File: config.mk
export PLATFORM = sky130hd
export DESIGN_NAME = bm_expr_operand_stage
export DESIGN_NICKNAME = d
export VERILOG_FILES = /design/src/rtl/bm_expr_operand_stage.sv
export SDC_FILE = /design/constraint.sdc
export NUM_CORES = 1
export LEC_CHECK = 0
export ABC_AREA = 1
export BUFFER_PORTS_ARGS = -buffer_cell sky130_fd_sc_hd__clkbuf_2
export CAP_MARGIN = 30
export CORE_MARGIN = 5
export CORE_UTILIZATION = 52
export DETAILED_ROUTE_END_ITERATION = 8
export PLACE_DENSITY = 0.82
export SETUP_SLACK_MARGIN = 0.2
export SLEW_MARGIN = 20
export SYNTH_ARGS = -nofsm -noshare
export SYNTH_HDL_FRONTEND = slang
export SYNTH_SLANG_ARGS = --single-unit
export TNS_END_PERCENT = 5
File: constraint.sdc
create_clock -name clock -period 4.1 [get_ports clock]
set_input_delay 0.205 -clock clock [delete_from_list [all_inputs] [get_ports clock]]
set_output_delay 0.205 -clock clock [all_outputs]
set_load 0.01 [all_outputs]
File: src/rtl/bm_expr_operand_stage.sv
// rtl/bm_expr_operand_stage.sv - tagged operand-pair FIFO feeding the expression stage
// Each accepted pair carries an 8-bit sequence tag; flush empties the queue but keeps tag and stall history.
module bm_expr_operand_stage #(
  parameter int BITS  = 32,
  parameter int DEPTH = 4
) (
  input  logic                     clock,
  input  logic                     reset,
  input  logic                     flush,
  input  logic                     in_valid,
  input  logic [BITS-1:0]          in_a,
  input  logic [BITS-1:0]          in_b,
  output logic                     in_ready,
  output logic                     out_valid,
  input  logic                     out_ready,
  output logic [BITS-1:0]          out_a,
  output logic [BITS-1:0]          out_b,
  output logic [7:0]               out_tag,
  output logic [$clog2(DEPTH):0]   count,
  output logic [15:0]              stall_cnt
);

  localparam int AW = $clog2(DEPTH);

  logic [BITS-1:0] mem_a   [DEPTH];
  logic [BITS-1:0] mem_b   [DEPTH];
  logic [7:0]      mem_tag [DEPTH];

  logic [AW-1:0] wr_ptr;
  logic [AW-1:0] rd_ptr;
  logic [7:0]    tag;
  logic          push;
  logic          pop;
  logic          stall;

  // DEPTH is a power of two and count never exceeds it, so the MSB alone marks full.
  assign in_ready  = !count[AW] && !reset && !flush;
  assign out_valid = (count != '0);
  assign out_a     = mem_a[rd_ptr];
  assign out_b     = mem_b[rd_ptr];
  assign out_tag   = mem_tag[rd_ptr];

  assign push  = in_valid && in_ready;
  assign pop   = out_valid && out_ready && !flush;
  assign stall = in_valid && !in_ready && !flush;

  always_ff @(posedge clock) begin
    if (push) begin
      mem_a[wr_ptr]   <= in_a;
      mem_b[wr_ptr]   <= in_b;
      mem_tag[wr_ptr] <= tag;
    end
  end

  always_ff @(posedge clock) begin
    if (reset) begin
      wr_ptr    <= '0;
      rd_ptr    <= '0;
      count     <= '0;
      tag       <= '0;
      stall_cnt <= '0;
    end else if (flush) begin
      wr_ptr <= '0;
      rd_ptr <= '0;
      count  <= '0;
    end else begin
      if (push) begin
        wr_ptr <= wr_ptr + 1'b1;
        tag    <= tag + 8'd1;
      end
      if (pop) begin
        rd_ptr <= rd_ptr + 1'b1;
      end
      case ({push, pop})
        2'b10:   count <= count + 1'b1;
        2'b01:   count <= count - 1'b1;
        default: count <= count;
      endcase
      if (stall && (stall_cnt != 16'hFFFF)) begin
        stall_cnt <= stall_cnt + 16'd1;
      end
    end
  end

endmodule

Word-level counts from Yosys, hierarchy flattened
Memories as Yosys holds them, arrays and structs flattened. A register that Yosys moved wholly into a read port is not among the register bits.
Index checks and enable logic that the tools add are counted.
{"block": "totals", "register_bits": 31, "ramBits": 288, "output_inout_bits": 93, "elab_cells": 44, "mem_count": 3}
{"block": "classes", "add_sub_neg": 6, "eq_ne": 3, "n_mux": 9, "bitwise": 1, "reduce_logical": 17}
{"memory": "mem_a", "depth": 4, "word_bits": 32, "read_ports": 1, "rd_clocked_by_memory_dff": 1, "wr": 1, "line_no": "25", "text": "logic [BITS-1:0] mem_a [DEPTH];"}
{"memory": "mem_b", "depth": 4, "word_bits": 32, "read_ports": 1, "rd_clocked_by_memory_dff": 1, "wr": 1, "line_no": "26", "text": "logic [BITS-1:0] mem_b [DEPTH];"}
{"memory": "mem_tag", "depth": 4, "word_bits": 8, "read_ports": 1, "rd_clocked_by_memory_dff": 1, "wr": 1, "line_no": "27", "text": "logic [7:0] mem_tag [DEPTH];"}
{"op": "adder 16 x 1 -> 16 bit, second input constant", "n": 1}
{"op": "!= test 16 bit, second input constant", "n": 1}
{"op": "two-way mux 2 bit", "n": 6}
{"op": "adder 8 x 1 -> 8 bit, second input constant", "n": 1}
{"op": "logical AND 1 bit", "n": 8}
{"op": "one-hot mux 3 bit (2 select lines)", "n": 1}
{"op": "adder 2 x 1 -> 2 bit, second input constant", "n": 2}
{"op": "zero test 1 bit", "n": 4}
{"op": "AND reduction 2 bit", "n": 2}
{"op": "adder 3 x 1 -> 3 bit, second input constant", "n": 1}
{"op": "nonzero test 3 bit", "n": 1}
{"op": "subtractor 3 x 1 -> 3 bit, second input constant", "n": 1}
{"op": "equality test 2 x 1 -> 1 bit, second input constant", "n": 1}
{"op": "equality test 2 bit, second input constant", "n": 1}
{"op": "two-way mux 1 bit", "n": 2}
{"op": "nonzero test 2 bit", "n": 1}
{"op": "OR reduction 2 bit", "n": 1}
{"op": "inverter 1 bit", "n": 1}

Depth between registers and ports, before layout
{"block": "logic_depth", "depth_word": 8, "mapped_depth": 12, "ltp_nobuf": 11}

Worst setup path before layout
OpenSTA, ideal clock, no wires.
{"block": "synth_timing", "path_type": "register to register", "from": "register count[2]", "to": "memory mem_a[0][0] (enable)", "setup_ns": 0.503, "arrival_ns": 3.888, "t_required_ns": 3.597, "setup_slack_ns": -0.291, "stages_incl_launch_ff": 7, "path_buffers": 1, "cell_sequence": "dfxtp_1 inv_1 nand2_2 inv_2 nand2_2 buf_4 nor2_1"}
{"block": "synth_between", "elab_chain_len": 6}
{"element": "from (decl)", "line_no": "19", "text": "output logic [$clog2(DEPTH):0] count,"}
{"element": "from (signal assigned)", "line_no": "75", "text": "2'b10: count <= count + 1'b1;"}
{"element": "from (signal assigned)", "line_no": "76", "text": "2'b01: count <= count - 1'b1;"}
{"element": "from (signal assigned)", "line_no": "77", "text": "default: count <= count;"}
{"element": "zero test 1 bit", "line_no": "37", "text": "assign in_ready = !count[AW] && !reset && !flush;"}
{"element": "logical AND 1 bit (2 in a row)", "line_no": "37"}
{"element": "via in_ready", "line_no": "13", "text": "output logic in_ready,"}
{"element": "logical AND 1 bit", "line_no": "43", "text": "assign push = in_valid && in_ready;"}
{"element": "two-way mux 1 bit", "line_no": "48", "text": "if (push) begin"}
{"element": "two-way mux 1 bit (implied by the code)", "line_no": "49", "text": "mem_a[wr_ptr] <= in_a;"}
{"element": "to (decl)", "line_no": "25"}
The timed path passes the listed nets, and every way through them passes these cells.

==> impl_results.md <==
* Seq/Total Area, Yosys at approximately three quarters
* DR DRC count at 0
* Netlist cell types at 35
* Tot Pwr at 6860 uW
* # setup viols final at 0
* Initial antenna violation count at 1
* Total wire length at 28.5 mm
* Slowest CP cell: buf_4
* Area delta synth->final at 22.9%
* Initial core utilization at 53.0%
* Pwr/cell area at 446 nW/um^2
* Max Buffers Root-to-Sink at 3
* Synth top area cells: edfxtp_1 (69%), o21ai_0 (6.1%), nor2_1 (5.6%)
* Die Ht at 165 um
* Worst-path maximum fanout at between 100 and 150
* Clock Sink Count at 321
* Worst slew pin tran at about 1 ns
* IO buf count at 161
* Fin crit share at 74.1%
* Antenna fix cells at 0
* CP required at slightly below 4 ns
* Total grt overflow at 0
* Total CTS buffers at 34
* Detailed placement HPWL at 16.2 mm
* Vias in the first global route at 8,415
* DR pass1 iterations at 7
* Final Hold Viols at 0
* Row count at 56
* GRT Total Usage at 20.5%
* Post-cts resize count at 0
* First-pass GRT wire length at 43.7 mm
* Largest net degree at the start of global routing at 102
* Die X at about 170 um
* RSZ-0062 raised after global routing: no
* Clk Latency, worst-skew pair at 0.51 ns
* Slew headroom at 34.2%
* Via count at around 8,400
* Reg2Reg Depth at 6
* Yosys top cell area share at slightly below 70%
* Mean routed wirelength per cell at 18.6 um
* Routed Antenna Nets at 0
* Mapped Nets at roughly 1,000
* Outcome: completed
* H-tree depth at 2
* Core Area at around 24,000 um^2
* Post-Syn Area per Cell at 12.9 um^2
* Leakage at 0.00548 uW
* Maxcap violations at 0
* Starting DRT DRC Count at 820
* Synth Warn # at 0
* Max-slew violations at 0
* Setup CP Type: reg -> out
* Syn Std Cell Area at 12,500 um^2
* Biggest cell delay along the critical path at 0.83 ns
* Placed insts at 1,407
* Fin cells at 1,530
* Nets at 1,265
* Die ar. at 27,300 um^2
* Crit end category: output port
* Crit path cell chain: buf_4 > o21ai_0 > o22ai_1 > clkbuf_2
* Most frequent cells in the layout: edfxtp_1 (288), nor2_1 (181), clkbuf_2 (161), o21ai_0 (153), o22ai_1 (72)
* Post-synthesis register bit count at 321
* Hold Crit Start: flush
* Ratio of cells with drive above 1 in the final layout at 22.2%
* Post-layout min period at slightly above 3 ns
* Root Buffer: clkbuf_16
* Commonest non-fill, non-tap cell in the layout: edfxtp_1
* Fmax at 329 MHz
* Cell count after synthesis at 967
* Routability Congestion at 0.813
* Hold Path Class: in -> reg
* Vias per Instance at roughly 5.5
* Setup crit start kind: register
* Crit path DAT at 2.83 ns
* CTS tree: done
* Clk_skew at 0.0199 ns
* Io pins at 162
* Synth area leader: edfxtp_1
* Worst Hold Depth at 4
* Worst R2R Start: count[2]
* Clock slew at reported path FFs at 0.06 ns
* Peak VDD IR at between 0.2 and 0.3 mV
-- layer usage --
layer	routed length, um	global-route usage (%)	up-vias
met2	14500	35.5	339
met1	10800	25.3	4061
met3	2460	4.96	49
li1	-	-	3956
met4	632	7.11	2
met5	7	0	-
-- state kept, by name, summed over array words and instances, names as in the netlist, named ones only --
| register | count |
|---|---|
| count | 3 |
| mem_a | 128 |
| mem_b | 128 |
| mem_tag | 32 |
| rd_ptr | 2 |
| stall_cnt | 16 |
| tag | 8 |
| wr_ptr | 2 |
-- critical path: cells and delay by family (launching register included) --
kind                   cells  cell delay [ns]
buffers and inverters      2             1.02
DFF                        1             0.64
AOI/OAI and AO/OA          2             0.60
-- timing repair --
item	CTS	global route
hold endpoints to repair	256	0
hold buffers	64	0
buffers inserted	0	0
-- cells in the mapped netlist --
library cell,n
a21oi_1,15
a21oi_2,10
buf_1,1
buf_12,1
buf_2,9
buf_4,1
buf_8,1
clkbuf_1,37
clkbuf_8,1
clkinv_1,1
clkinv_2,1
clkinv_4,1
dfxtp_1,33
edfxtp_1,288
fa_1,1
ha_1,7
inv_1,32
inv_2,1
nand2_1,60
nand2_2,11
nand2_4,4
nand3_1,15
nand3_2,1
nand3b_1,1
nand4_1,7
nor2_1,185
nor2_2,1
nor2_4,6
nor3_1,1
nor3_2,1
nor3b_1,1
o21ai_0,153
o22ai_1,72
xnor2_1,3
xor2_1,4
-- per-stage QoR --
step	area, um^2	hold WS (ns)	setup WS, ns	utilization (%)	setup TNS [ns]
final	15400	0.0473	1.06	65.1	0
after global routing	15400	0.0634	0.950	65.1	0
after CTS	15400	0.0277	1.09	65.1	0
after detailed placement	13600	0.430	1.39	57.7	0
after global placement	13600	0.423	1.41	57.7	0
after floorplan	12500	0.267	-0.291	-	-83.74
-- area by class of cell --
type / instances / area, um^2
clock buffer: 39 / 901
clock inverter: 20 / 210
fill: 1684 / 8230
inverter: 36 / 144
multi-input combinational: 559 / 2840
sequential: 321 / 9310
tap: 319 / 399
timing repair buffer: 236 / 1570
-- kinds of logic (layout without fill, tap and decap cells) --
logic type               Yosys count  after routing  synth area share [%]
flip-flops                       321            321                  74.4
AND/OR/NAND/NOR                  294            294                  10.1
AO/OA/AOI/OAI                    250            250                  11.0
buffers and inverters             87            331                  3.08
adder cells (fa/ha/maj)            8              8                 0.860
XOR/XNOR                           7              7                 0.490
-- report_power, final --
part           internal (uW)  leakage [uW]  total, uW  switching, uW
Sequential              3590       0.00286       3600           10.9
Combinational            100       0.00207        237            137
Clock                   1830      0.000547       3030           1200
-- path summary, 6_finish.rpt --
check                              endpoint  slack (ns)
worst max-delay path              out_a[12]        1.06
worst max register to register  mem_a[3][4]        1.76
worst min-delay path               register        0.05
worst min register to register     register        0.46
Note: power is estimated with default switching activity, not from simulation.
